**config.mk**
```make
export PLATFORM = sky130hd
export DESIGN_NAME = dsp_decim_fifo
export DESIGN_NICKNAME = d
export VERILOG_FILES = /design/src/rtl/dsp_decim_fifo.sv
export SDC_FILE = /design/constraint.sdc
export NUM_CORES = 1
export LEC_CHECK = 0
export CAP_MARGIN = 10
export CELL_PAD_IN_SITES_DETAIL_PLACEMENT = 1
export CELL_PAD_IN_SITES_GLOBAL_PLACEMENT = 1
export CORE_MARGIN = 2
export CORE_UTILIZATION = 30
export CTS_BUF_LIST = sky130_fd_sc_hd__clkbuf_8
export CTS_CLUSTER_DIAMETER = 60
export DETAILED_ROUTE_END_ITERATION = 7
export GPL_ROUTABILITY_DRIVEN = 1
export GPL_TIMING_DRIVEN = 0
export PLACE_DENSITY_LB_ADDON = 0.1
export SYNTH_ARGS = -nofsm -noshare
export SYNTH_HDL_FRONTEND = slang
export SYNTH_SLANG_ARGS = --single-unit
export TNS_END_PERCENT = 10
```
**constraint.sdc**
```tcl
create_clock -name clk -period 8.6 [get_ports clk]
set_clock_uncertainty 0.2 [all_clocks]
set_input_delay 1.72 -clock clk [delete_from_list [all_inputs] [get_ports clk]]
set_output_delay 1.72 -clock clk [all_outputs]
set_load 0.03 [all_outputs]
```
**src/rtl/dsp_decim_fifo.sv**
```systemverilog
// Decimating sample FIFO: keeps 1 of every N filtered samples and buffers them for bus-side pops.
// Optional drop counter output enabled by defining DSP_DECIM_FIFO_DROP_CNT_EN.
module dsp_decim_fifo #(
  parameter int unsigned DEPTH = 64,
  parameter int unsigned AW    = $clog2(DEPTH)
) (
  input  logic          clk,
  input  logic          rst_n,
  input  logic          enable,
  input  logic [7:0]    decim_factor,
  input  logic [AW:0]   threshold,
  input  logic          in_valid,
  input  logic [15:0]   in_sample,
  input  logic          rd_en,
  output logic          rd_valid,
  output logic [15:0]   rd_data,
  output logic [AW:0]   level,
  output logic          empty,
  output logic          full,
  output logic          thr_flag,
  output logic          ovf,
`ifdef DSP_DECIM_FIFO_DROP_CNT_EN
  output logic [15:0]   drop_cnt,
`endif
  input  logic          ovf_clr
);

  localparam logic [AW:0] LevelFull = (AW + 1)'(DEPTH);

  logic [AW-1:0] wr_ptr_q, wr_ptr_d;
  logic [AW-1:0] rd_ptr_q, rd_ptr_d;
  logic [AW:0]   level_q, level_d;
  logic [7:0]    dcnt_q, dcnt_d;
  logic          rd_valid_q, rd_valid_d;
  logic [15:0]   rd_data_q, rd_data_d;
  logic          ovf_q, ovf_d;
  logic [15:0]   mem_q [DEPTH];

  logic [7:0] eff_n;
  logic       keep;
  logic       push;
  logic       pop;
  logic       drop;

  // Status flags come straight from the registered occupancy.
  always_comb begin
    empty    = (level_q == '0);
    full     = (level_q == LevelFull);
    thr_flag = (threshold != '0) && (level_q >= threshold);
  end

  // A factor of 0 behaves as 1 so the block never stalls on a bad CSR value.
  always_comb begin
    eff_n = (decim_factor == 8'd0) ? 8'd1 : decim_factor;
    keep  = enable && in_valid && (dcnt_q == 8'd0);
    pop   = enable && rd_en && !empty;
    push  = keep && (!full || pop);
    drop  = keep && full && !pop;
  end

  always_comb begin
    wr_ptr_d   = wr_ptr_q;
    rd_ptr_d   = rd_ptr_q;
    level_d    = level_q;
    dcnt_d     = dcnt_q;
    rd_valid_d = 1'b0;
    rd_data_d  = rd_data_q;
    ovf_d      = ovf_q;

    if (!enable) begin
      wr_ptr_d = '0;
      rd_ptr_d = '0;
      level_d  = '0;
      dcnt_d   = 8'd0;
    end else begin
      // >= rather than == lets a shrunk factor wrap on the very next sample.
      if (in_valid) begin
        dcnt_d = (dcnt_q >= eff_n - 8'd1) ? 8'd0 : dcnt_q + 8'd1;
      end
      if (push) begin
        wr_ptr_d = wr_ptr_q + 1'b1;
      end
      if (pop) begin
        rd_ptr_d   = rd_ptr_q + 1'b1;
        rd_valid_d = 1'b1;
        rd_data_d  = mem_q[rd_ptr_q];
      end
      case ({push, pop})
        2'b10:   level_d = level_q + 1'b1;
        2'b01:   level_d = level_q - 1'b1;
        default: level_d = level_q;
      endcase
    end

    if (drop) begin
      ovf_d = 1'b1;
    end else if (ovf_clr) begin
      ovf_d = 1'b0;
    end
  end

  always_ff @(posedge clk or negedge rst_n) begin
    if (!rst_n) begin
      wr_ptr_q   <= '0;
      rd_ptr_q   <= '0;
      level_q    <= '0;
      dcnt_q     <= 8'd0;
      rd_valid_q <= 1'b0;
      rd_data_q  <= 16'd0;
      ovf_q      <= 1'b0;
    end else begin
      wr_ptr_q   <= wr_ptr_d;
      rd_ptr_q   <= rd_ptr_d;
      level_q    <= level_d;
      dcnt_q     <= dcnt_d;
      rd_valid_q <= rd_valid_d;
      rd_data_q  <= rd_data_d;
      ovf_q      <= ovf_d;
    end
  end

  // Storage has no reset; contents are only observable after a push.
  always_ff @(posedge clk) begin
    if (push) begin
      mem_q[wr_ptr_q] <= in_sample;
    end
  end

`ifdef DSP_DECIM_FIFO_DROP_CNT_EN
  logic [15:0] drop_cnt_q, drop_cnt_d;

  // A drop in the same cycle as a clear leaves the count at one.
  always_comb begin
    drop_cnt_d = drop_cnt_q;
    if (drop) begin
      if (ovf_clr) begin
        drop_cnt_d = 16'd1;
      end else if (drop_cnt_q != 16'hFFFF) begin
        drop_cnt_d = drop_cnt_q + 16'd1;
      end
    end else if (ovf_clr) begin
      drop_cnt_d = 16'd0;
    end
  end

  always_ff @(posedge clk or negedge rst_n) begin
    if (!rst_n) begin
      drop_cnt_q <= 16'd0;
    end else begin
      drop_cnt_q <= drop_cnt_d;
    end
  end

  assign drop_cnt = drop_cnt_q;
`endif

  assign rd_valid = rd_valid_q;
  assign rd_data  = rd_data_q;
  assign level    = level_q;
  assign ovf      = ovf_q;

endmodule

```
Word level (Yosys, flattened, before mapping)
Memories as Yosys holds them, arrays and structs flattened. A register that Yosys moved wholly into a read port is not among the register bits.
Index checks and enable logic that the tools add are counted.
W data, S select, Z words.
{"block": "word_totals", "register_bits": 29, "mem_bits_rw": 1024, "memories": 1, "input_bits": 37, "output_inout_bits": 28, "elab_cells": 57}
{"block": "op_classes", "n_lt_le_gt_ge": 2, "muxes": 16, "reduce_logical": 19, "n_eq_ne": 7, "addsub": 6}
{"memory": "mem_q", "depth": 64, "word_bits": 16, "read_ports": 1, "rd_ports_with_merged_regs": 1, "write_ports": 1, "line": "37", "text": "logic [15:0] mem_q [DEPTH];"}
{"operator": "$mux W8", "n": 4}
{"operator": "$mux W6", "n": 4}
{"operator": "$logic_not A8 Y1", "n": 2}
{"operator": "$pmux W7 S2", "n": 1}
{"operator": "$add A6 B1 Y6 const B", "n": 2}
{"operator": "$add A8 B1 Y8 const B", "n": 1}
{"operator": "$ge A8 B8 Y1", "n": 1}
{"operator": "$logic_and A1 B1 Y1", "n": 8}
{"operator": "$sub A8 B1 Y8 const B", "n": 1}
{"operator": "$add A7 B1 Y7 const B", "n": 1}
{"operator": "$eq A7 B7 Y1 const B", "n": 1}
{"operator": "$ge A7 B7 Y1", "n": 1}
{"operator": "$logic_not A7 Y1", "n": 1}
{"operator": "$mux W7", "n": 1}
{"operator": "$reduce_bool A7 Y1", "n": 1}
{"operator": "$sub A7 B1 Y7 const B", "n": 1}
{"operator": "$mux W1", "n": 6}
{"operator": "$ne A2 B1 Y1 const B", "n": 3}
{"operator": "$logic_not A1 Y1", "n": 4}
{"operator": "$ne A3 B1 Y1 const B", "n": 1}
{"operator": "$eq A2 B1 Y1 const B", "n": 1}
{"operator": "$eq A2 B2 Y1 const B", "n": 1}
{"operator": "$reduce_and A2 Y1", "n": 1}
{"operator": "$reduce_bool A2 Y1", "n": 1}
{"operator": "$logic_or A1 B1 Y1", "n": 1}

Longest topological paths before layout
Gate-level depths: netlist (run 1).
{"block": "depth", "ltp_word": 8, "mapped_depth": 13, "depth_no_buf": 13}

Worst setup path after synthesis (run 1)
OpenSTA, ideal clock, no wires.
{"block": "synth_path", "kind": "input-to-output", "start": "input port threshold[0]", "end": "output port thr_flag", "n_path_buf": 0, "required_time_ns": 6.680, "t_arrival_ns": 2.834, "slack_ns": 3.846, "path_stages": 7, "cell_sequence": "ha_1 nand2b_1 a21oi_1 nor2b_1 o21ai_0 a21oi_1 o31a_1"}
{"block": "synth_via", "elab_chain_len": 2, "word_cells_on_any_way": 3, "classes_between": "order compare (1); reduce/logical (2)"}
{"element": "start: declaration", "line": "11", "text": "input logic [AW:0] threshold,"}
{"element": "$ge A7 B7 Y1 or $reduce_bool A7 Y1 (tied branches)", "line": "49", "text": "thr_flag = (threshold != '0) && (level_q >= threshold);"}
{"element": "$logic_and A1 B1 Y1 (*)", "line": "49"}
{"element": "end: declaration", "line": "20", "text": "output logic thr_flag,"}
Mark *: on every way between the ends. The rest lies on a longest branch, timed or not.

Worst setup path after layout (run 1)
Ends and elaborated chain as after synthesis.

==> impl_metrics.env, run 1 <==
export IMPL_core_area_sq_um=139200
export IMPL_drive_gt1_share_pct=25.60
export IMPL_rsz0062_at_grt="no"
export IMPL_rows=137
export IMPL_clk_latency_ns=0.90
export IMPL_first_global_vias=23570
export IMPL_final_cell_mix="edfxtp_1, mux4_2, clkbuf_8, mux2i_1, inv_1"
export IMPL_grt_max_degree=65
export IMPL_worstSetupPathType="input port to primary output"
export IMPL_internal_power_mw=9.095
export IMPL_place_congestion=0.9067
export IMPL_postCtsSetupRepairBufs=0
export IMPL_cp_max_fo=2
export IMPL_worstSetupStartpointType="input port"
export IMPL_ctsHoldBuffers=0
export IMPL_worstSetupEndpointType="primary output"
export IMPL_cts_buffers=188
export IMPL_drc=0
export IMPL_clock_path_buffers=3
export IMPL_power_frac_clock_pct=32.5
export IMPL_yosysWarnings=0
export IMPL_syn_area_sq_um=42010
export IMPL_fmax_mhz=171.2
export IMPL_power_frac_comb_pct=22.7
export IMPL_arrival_ns=3.92
export IMPL_synth_edff_count=1024
export IMPL_dp_slack_ns=2.571
export IMPL_fin_crit_sh_pct=67.94
export IMPL_cts_tree="done"
export IMPL_postSynth_asyncResetShare_pct=4.210
export IMPL_ys_seq_elements=1069
export IMPL_cap_violations=0
export IMPL_synth_nets=2155
export IMPL_grt_first_pass_wirelength_um=189100
export IMPL_hold_viol=0
export IMPL_drt_pass1_iter_count=7
export IMPL_avgSynthCellArea_sq_um=20.08
export IMPL_clock_sinks=1069
export IMPL_tns_ns=0
export IMPL_clk_pin_slew_ns=0.06
export IMPL_worst_slew_pin_slew_ns=1.377
export IMPL_start_util_pct=30.18
export IMPL_final_setup_worst_slack_ns=2.758
export IMPL_pin_count=65
export IMPL_leakage_nw=15.74
export IMPL_cts_resized=0
export IMPL_netlist_cell_type_count=55
export IMPL_routedWlPerCell_um=30.56
export IMPL_post_route_util_pct=35.97
export IMPL_relSlewSlack_pct=7.214
export IMPL_whs_ns=0.2841
export IMPL_cts_root_buffer="clkbuf_8"
export IMPL_ys_seq_area_share_pct=75.87
export IMPL_antenna_found_initial=8
export IMPL_peakVddDrop_uv=154.4
export IMPL_routed_via_count=22180
export IMPL_netSwitchingPower_mw=3.976
export IMPL_fp_dieArea_sq_um=143100
export IMPL_final_common_cell="edfxtp_1"
export IMPL_dp_hpwl_um=93160
export IMPL_power_density_nw_per_um2=261.0
export IMPL_min_path_type="flop to flop"
export IMPL_ant_nets=0
export IMPL_cp_data_required_time_ns=6.68
export IMPL_finalSetupViolations=0
export IMPL_nNetsFinal=2489
export IMPL_period_minus_slack_ns=5.842
export IMPL_synth_top_flop_cell="edfxtp_1"
export IMPL_status="finished clean"
export IMPL_slew_viol_final=0
export IMPL_vias_per_cell=4.976
export IMPL_die_w_um=378.2
export IMPL_swShare_pct=30.42
export IMPL_finalWirelength_um=136200
export IMPL_grtUsageTotal_pct=19.32
export IMPL_syn_inst=2092
export IMPL_port_buffers=64
export IMPL_drt_iter0_markers=1945
export IMPL_ctsHtreeMaxLevel=4
export IMPL_overflow=0
export IMPL_p_seq_share_pct=44.8
export IMPL_die_h_um=378.2
export IMPL_area_delta_synth_final_pct=19.18
-- registers in the layout, summed over array words and instances (netlist names) --
signal,flops
mem_q,1024
rd_valid,1
level,7
dcnt_q,8
rd_ptr_q,6
rd_data,16
ovf,1
wr_ptr_q,6
-- cell type report --
class,instances,area [sq um]
antenna,15,37.54
buffer,111,590.6
clock buffer,194,2670
clock inverter,136,654.4
fill,13800,89120
inverter,19,71.32
multi-input combinational,893,9637
sequential,1069,31880
tap,1876,2347
timing repair buffer,144,2187
-- power by group through the flow --
stage | Combinational, mW | Clock, mW | Sequential, mW
after floorplan | 1.67 | 0 | 6.02
after global placement | 2.96 | 0 | 5.99
after detailed placement | 3.02 | 0 | 5.97
after CTS | 3.03 | 4.38 | 5.86
after global routing | 3.14 | 4.59 | 5.86
final | 2.97 | 4.24 | 5.86
-- per-stage QoR --
step	area [sq um]	instances	power, mW
after floorplan	42010	2092	7.692
after global placement	45000	4032	8.950
after detailed placement	46710	4112	8.993
after CTS	50030	4442	13.28
after global routing	50040	4446	13.59
final	50070	4457	13.07
-- final timing paths --
kind | startpoint | endpoint | slack (ns) | depth (start not counted)
max | threshold[0] | thr_flag | 2.76 | 9
min | rd_data[1] | rd_data[1] | 0.28 | 2
max reg2reg | level[3] | level[6] | 4.22 | 11
min reg2reg | rd_data[1] | rd_data[1] | 0.28 | 2
max in group asynchronous | rst_n | wr_ptr_q[3] | 6.92 | 2
min in group asynchronous | rst_n | ovf | 0.64 | 1
-- worst max-delay path, cell delays in order --
cell             delay, ns
clkdlybuf4s50_1       0.43
ha_1                  0.29
nand2b_1              0.14
a21oi_1               0.15
nor2b_1               0.06
o21ai_0               0.18
a21oi_1               0.09
o31a_1                0.25
clkdlybuf4s50_1       0.60
-- synthesized netlist by cell type (3+ instances only) --
cell type,instances,area [sq um]
a21o_1,5,37.54
a21oi_1,60,300.3
a221o_1,3,30.03
a22oi_1,18,135.1
a31o_2,3,26.28
a31oi_1,3,18.77
and2_1,3,18.77
buf_1,8,30.03
buf_2,25,125.1
buf_4,16,120.1
buf_6,11,123.9
clkbuf_1,51,191.4
dfrtp_1,45,1126
edfxtp_1,1024,30750
ha_1,25,312.8
inv_1,19,71.32
mux2i_1,162,1622
mux4_2,207,4662
nand2_1,64,240.2
nand2b_1,3,18.77
nand3_1,44,220.2
nand3b_1,4,30.03
nand4_1,20,125.1
nor2_1,92,345.3
nor2b_1,6,37.54
nor3_1,5,25.02
nor4_1,3,18.77
o21ai_0,47,235.2
o221ai_1,45,394.1
o22a_1,15,131.4
o22ai_1,3,18.77
o31ai_1,3,22.52
or2_2,3,18.77
or3_1,4,25.02
xnor2_1,7,61.31
xor2_1,8,70.07
-- metal layers --
| metal | vias to the layer above | routed length (um) | global-route usage, % |
|---|---|---|---|
| li1 | 9368 | - | - |
| met1 | 12030 | 62280 | 27.25 |
| met2 | 574 | 62490 | 29.79 |
| met3 | 200 | 6319 | 3.234 |
| met4 | 2 | 5092 | 7.547 |
| met5 | - | 19 | 0 |
-- kinds of logic (layout without fill, tap and decap cells) --
kind of cell	Yosys count	count (layout)	share of synthesized area (%)
DFF	1069	1069	75.87
muxes	371	371	15.01
and+or+nand+nor	259	259	2.874
AOI/OAI and AO/OA	222	222	3.568
buffers and inverters	130	604	1.575
adders and majority gates	26	26	0.7922
xor gates and xnor gates	15	15	0.3127
other	0	15	0
Note: power is estimated with default switching activity, not from simulation.
==> run 2: changes to the inputs <==
==> constraint.sdc (replaced) <==
create_clock -name clk -period 5.4 [get_ports clk]
set_clock_uncertainty 0.2 [all_clocks]
set_input_delay 1.08 -clock clk [delete_from_list [all_inputs] [get_ports clk]]
set_output_delay 1.08 -clock clk [all_outputs]
set_load 0.03 [all_outputs]
==> run 2 against run 1 <==
Against the previous run:
- critical path depth is the same
- combinational power grew 59%
- count of clock-buffer cells in the layout is the same
- cell count is essentially flat
- first-iteration DRC count shrank 1.3%
- via count is essentially flat
- total power grew 59%
- utilization is essentially flat
- die area is the same
- routed wire length is essentially flat
- sequential share of layout area is essentially flat
- register-to-register slack lost 3.2 ns
==> impl_metrics.env, run 2 (synthesis results as in run 1) <==
export IMPL_arrival_ns=3.28
export IMPL_fmax_mhz=219.2
export IMPL_period_minus_slack_ns=4.562
export IMPL_netSwitchingPower_mw=6.332
export IMPL_dp_hpwl_um=93160
export IMPL_die_w_um=378.2
export IMPL_drive_gt1_share_pct=25.59
export IMPL_clock_sinks=1069
export IMPL_regMostFlops="mem_q"
export IMPL_slowest_stage="clkdlybuf4s50_1"
export IMPL_cts_root_buffer="clkbuf_8"
export IMPL_critPathMaxStageDelay_ns=0.60
export IMPL_path_delay_family="buffers and inverters"
export IMPL_status="finished clean"
export IMPL_cts_resized=0
export IMPL_place_congestion=0.9067
export IMPL_cap_violations=0
export IMPL_power_density_nw_per_um2=415.7
export IMPL_p_seq_share_pct=44.8
export IMPL_groute_layer_met2_usage_pct=29.79
export IMPL_swShare_pct=30.42
export IMPL_ant_nets=0
export IMPL_rows=137
export IMPL_finalSetupViolations=0
export IMPL_multi_input_area_sq_um=9637
export IMPL_grt_max_degree=65
export IMPL_drc=0
export IMPL_overflow=0
export IMPL_clk_latency_ns=0.89
export IMPL_antenna_found_initial=8
export IMPL_ctsHtreeMaxLevel=4
export IMPL_relSlewSlack_pct=7.515
export IMPL_cp_data_required_time_ns=4.12
export IMPL_clock_path_buffers=3
export IMPL_largest_reg_flops=1024
export IMPL_n_fill_cell=13800
export IMPL_worstSetupPathType="input port to primary output"
export IMPL_slew_viol_final=0
export IMPL_rsz0062_at_grt="no"
export IMPL_clk_pin_slew_ns=0.06
export IMPL_regArea_sq_um=31880
export IMPL_routed_via_count=22160
export IMPL_ctsHoldBuffers=1
export IMPL_pin_count=65
export IMPL_peakVddDrop_uv=243.3
export IMPL_cts_buffers=188
export IMPL_core_area_sq_um=139200
export IMPL_worstSetupStartpointType="input port"
export IMPL_grtUsageTotal_pct=19.32
export IMPL_crit_chain="clkdlybuf4s50_1, ha_1, nand2b_1, a21oi_1, nor2b_1, o21ai_0, a21oi_1, o31a_1, clkdlybuf4s50_1"
export IMPL_hold_viol=0
export IMPL_port_buffers=64
export IMPL_path_buf_inv=2
export IMPL_fp_dieArea_sq_um=143100
export IMPL_finalWirelength_um=136300
export IMPL_final_cell_mix="edfxtp_1, mux4_2, clkbuf_8, mux2i_1, inv_1"
export IMPL_cp_max_fo=2
export IMPL_worstSetupEndpointType="primary output"
export IMPL_min_path_type="flop to flop"
export IMPL_vias_per_cell=4.975
export IMPL_grt_first_pass_wirelength_um=189100
export IMPL_tns_ns=0
export IMPL_cts_tree="done"
export IMPL_use_met3_pct=3.234
export IMPL_drt_iter0_markers=1919
export IMPL_start_util_pct=30.18
export IMPL_internal_power_mw=14.48
export IMPL_nNetsFinal=2490
export IMPL_power_frac_clock_pct=32.5
export IMPL_grtUsageMet1_pct=27.25
export IMPL_worst_slew_pin_slew_ns=1.373
export IMPL_die_h_um=378.2
export IMPL_top_usage_layer="met2"
export IMPL_drt_pass1_iter_count=7
export IMPL_leakage_nw=15.75
export IMPL_postCtsSetupRepairBufs=0
export IMPL_final_common_cell="edfxtp_1"
export IMPL_fin_crit_sh_pct=84.49
export IMPL_total_power_mw=20.82
export IMPL_routedWlPerCell_um=30.59
export IMPL_first_global_vias=23570
export IMPL_area_delta_synth_final_pct=19.18
export IMPL_power_frac_comb_pct=22.7
## run 2: worst register-to-register path, stage by stage, from the launching register on
cell and delay (ns):
dfrtp_1 0.47, nor4_1 0.46, a31o_2 0.41, clkbuf_1 0.60, nor2_1 0.31, fa_1 0.50, a211oi_1 0.34, o21bai_1 0.13
a21oi_1 0.29, mux2_2 0.38, nand2_1 0.07, a21oi_1 0.07
## run 2: path summary, 6_finish.rpt
path / start / to / slack, ns / cells past startpoint
setup / recovery: threshold[0] / thr_flag / 0.84 / 9
hold / removal: rd_data[1] / rd_data[1] / 0.28 / 2
setup reg to reg: level[3] / level[6] / 1.05 / 11
hold reg to reg: rd_data[1] / rd_data[1] / 0.28 / 2
max in group asynchronous: rst_n / wr_ptr_q[3] / 3.81 / 3
min in group asynchronous: rst_n / ovf / 0.54 / 2
## run 2: power groups by stage
stage                     logic, mW  clock network (mW)  registers, mW
after floorplan                2.66                   0           9.59
after global placement         4.72                   0           9.53
after detailed placement       4.81                   0           9.51
after CTS                      4.83                6.98           9.34
after global routing           5.00                7.31           9.34
final                          4.72                6.76           9.33
## run 2: layout make-up
| type | count | share of cell area (%) |
|---|---|---|
| Tap cell | 1876 | 4.688 |
| Timing Repair Buffer | 145 | 4.388 |
| Buffer | 111 | 1.179 |
| Inverter | 19 | 0.1424 |
| Antenna cell | 12 | 0.05997 |
| Sequential cell | 1069 | 63.66 |
| Clock buffer | 194 | 5.332 |
| Clock inverter | 136 | 1.307 |
| Multi-Input combinational cell | 893 | 19.25 |
## run 2: metrics by stage
step                      util [%]  worst slack [ns]  hold slack, ns  cell area [sq um]  cells
after floorplan                  -             1.570          0.3381              42010   2092
after global placement       32.33           -0.5331          0.2878              45000   4032
after detailed placement     33.56           0.01066          0.2806              46710   4112
after CTS                    35.95            0.7485          0.2031              50040   4443
after global routing         35.96            0.6509          0.2193              50050   4447
final                        35.98            0.8375          0.2842              50070   4455
## run 2: per-layer routing
| metal | up-vias | part of all wire (%) |
|---|---|---|
| li1 | 9358 | - |
| met1 | 12020 | 46 |
| met2 | 582 | 46 |
| met3 | 198 | 4.7 |
| met4 | 0 | 3.7 |
| met5 | - | 0 |
==> run 3: changes to the inputs <==
==> constraint.sdc (replaced) <==
create_clock -name clk -period 3.7 [get_ports clk]
set_clock_uncertainty 0.2 [all_clocks]
set_input_delay 0.74 -clock clk [delete_from_list [all_inputs] [get_ports clk]]
set_output_delay 0.74 -clock clk [all_outputs]
set_load 0.03 [all_outputs]
==> run 3 against run 2 <==
Against the previous run:
- the flow now finishes with violations (negative setup slack)
- largest cell class unchanged
- critical path depth shrank 1
- setup slack got worse by 0.92 ns
- register-to-register slack got worse by 1.1 ns
- cell count is 0.11% higher
- worst hold slack got worse by 0.20 ns
- sequential share of layout area down 0.42 points
- sequential power is 46% higher
- utilization rose by 0.24 points
- non-clock buffer count grew 9
- count of clock-buffer cells in the layout stayed put
==> impl_metrics.env, run 3 (synthesis results as in run 1) <==
export IMPL_port_buffers=64
export IMPL_largest_reg_flops=1024
export IMPL_first_global_vias=23580
export IMPL_finalWirelength_um=136400
export IMPL_total_power_mw=30.44
export IMPL_final_common_cell="edfxtp_1"
export IMPL_fin_crit_sh_pct=102.4
export IMPL_final_cell_mix="edfxtp_1, mux4_2, clkbuf_8, mux2i_1, inv_1"
export IMPL_ctsHtreeMaxLevel=4
export IMPL_worstSetupEndpointType="flop"
export IMPL_min_path_type="input port to flop"
export IMPL_clk_pin_slew_ns=0.06
export IMPL_fmax_mhz=264.0
export IMPL_worstSetupStartpointType="flop"
export IMPL_nNetsFinal=2499
export IMPL_grt_max_degree=65
export IMPL_whs_ns=0.08824
export IMPL_final_setup_worst_slack_ns=-0.08742
export IMPL_vias_per_cell=5.004
export IMPL_violations="negative setup slack"
export IMPL_clk_latency_ns=0.91
export IMPL_die_w_um=378.2
export IMPL_antenna_found_initial=7
export IMPL_cts_root_buffer="clkbuf_8"
export IMPL_start_util_pct=30.18
export IMPL_place_congestion=0.9067
export IMPL_period_minus_slack_ns=3.787
export IMPL_cts_tree="done"
export IMPL_regMostFlops="mem_q"
export IMPL_post_route_util_pct=36.22
export IMPL_die_h_um=378.2
export IMPL_dp_hpwl_um=93160
export IMPL_ant_nets=0
export IMPL_peakVddDrop_uv=362.4
export IMPL_leakage_nw=15.84
export IMPL_drc=0
export IMPL_core_area_sq_um=139200
export IMPL_grt_first_pass_wirelength_um=189100
export IMPL_rows=137
export IMPL_fp_dieArea_sq_um=143100
export IMPL_area_delta_synth_final_pct=19.99
export IMPL_overflow=0
export IMPL_worst_slew_pin_slew_ns=1.302
export IMPL_drt_pass1_iter_count=7
export IMPL_cap_violations=0
export IMPL_cp_max_fo=10
export IMPL_cts_buffers=188
export IMPL_arrival_ns=4.42
export IMPL_cp_data_required_time_ns=4.33
export IMPL_grtUsageTotal_pct=19.31
export IMPL_routedWlPerCell_um=30.59
export IMPL_routed_via_count=22320
export IMPL_clock_sinks=1069
export IMPL_worstSetupPathType="flop to flop"
export IMPL_n_fill_cell=13760
export IMPL_clock_path_buffers=3
export IMPL_fin_cells=4460
export IMPL_hold_viol=0
export IMPL_power_density_nw_per_um2=603.9
export IMPL_slew_viol_final=0
export IMPL_pin_count=65
export IMPL_dp_slack_ns=-1.349
export IMPL_drive_gt1_share_pct=26.51
export IMPL_placedCellCount=4112
export IMPL_relSlewSlack_pct=12.30
export IMPL_finalSetupViolations=2
export IMPL_drt_iter0_markers=1853
export IMPL_rsz0062_at_grt="yes"
export IMPL_status="finished with violations"
run 3: changes by cell type in the layout (fill, tap and decap cells not counted), moves of 4 or more:
cell     before  now
nor2_2       64   34
buf_12        9   13
nand2_1      64   60
nand2_2       0    4
o21ai_1       1    7
nor2_4        0   31
diode_2      12    8
o21ai_0      46   40
buf_4        30   35
run 3: worst paths after layout:
path,endpoint,start,slack [ns],cells past startpoint
hold / removal,mem_q[2][10],in_sample[10],0.09,1
setup / recovery,rd_data[7],rd_ptr_q[1],-0.09,8
hold reg to reg,rd_data[1],rd_data[1],0.29,2
setup reg to reg,rd_data[7],rd_ptr_q[1],-0.09,8
max in group asynchronous,rd_ptr_q[1],rst_n,2.48,3
min in group asynchronous,ovf,rst_n,0.19,2
run 3: stage by stage:
stage / setup TNS (ns) / instance area [sq um]
after global placement: -2033.94 / 45000
after global routing: -0.09127 / 50400
final: -0.08781 / 50410
after CTS: -34.04 / 50220
after detailed placement: -685.92 / 46710
after floorplan: 0 / 42010
run 3: worst max-delay path: stages (launching register included):
cell and delay (ns):
dfrtp_1 0.36, buf_2 0.21, buf_2 0.41, clkbuf_1 0.72, mux4_2 0.39, mux2i_1 0.08
o21ai_0 1.01, nand4_1 0.19, nand3_1 0.16
run 3: area by class of cell:
type	instances	area, sq um	share of cell area (%)
sequential	1069	31880	63.23
buffer	110	589.3	1.169
antenna	8	20.02	0.03971
multi-input combinational	893	9868	19.58
tap	1876	2347	4.656
clock buffer	194	2670	5.297
inverter	19	71.32	0.1415
timing repair buffer	155	2313	4.589
clock inverter	136	654.4	1.298
run 3: metal layers:
layer | up-vias | wire length [um] | share of wire [%] | track usage [%]
met3 | 203 | 6037 | 4.4 | 3.166
met2 | 582 | 62990 | 46 | 29.89
met4 | 0 | 4880 | 3.6 | 7.480
met1 | 12140 | 62520 | 46 | 27.22
li1 | 9388 | - | - | -
met5 | - | 0 | 0 | 0
run 3: what timing repair did:
action	4_1_cts	5_1_grt
setup endpoints to repair	689	731
setup buffers	3	6
endpoints found under the hold margin	22	0
gates resized for setup	41	26
hold buffers	2	0
pin swaps	2	4
run 3: where the power goes:
group	leakage [nW]	total (mW)	internal (mW)	switching, mW
clock	1.94	9.88	4.98	4.89
combinational	4.10	6.95	2.77	4.19
sequential	9.80	13.6	13.4	0.202
total	15.8	30.4	21.2	9.28
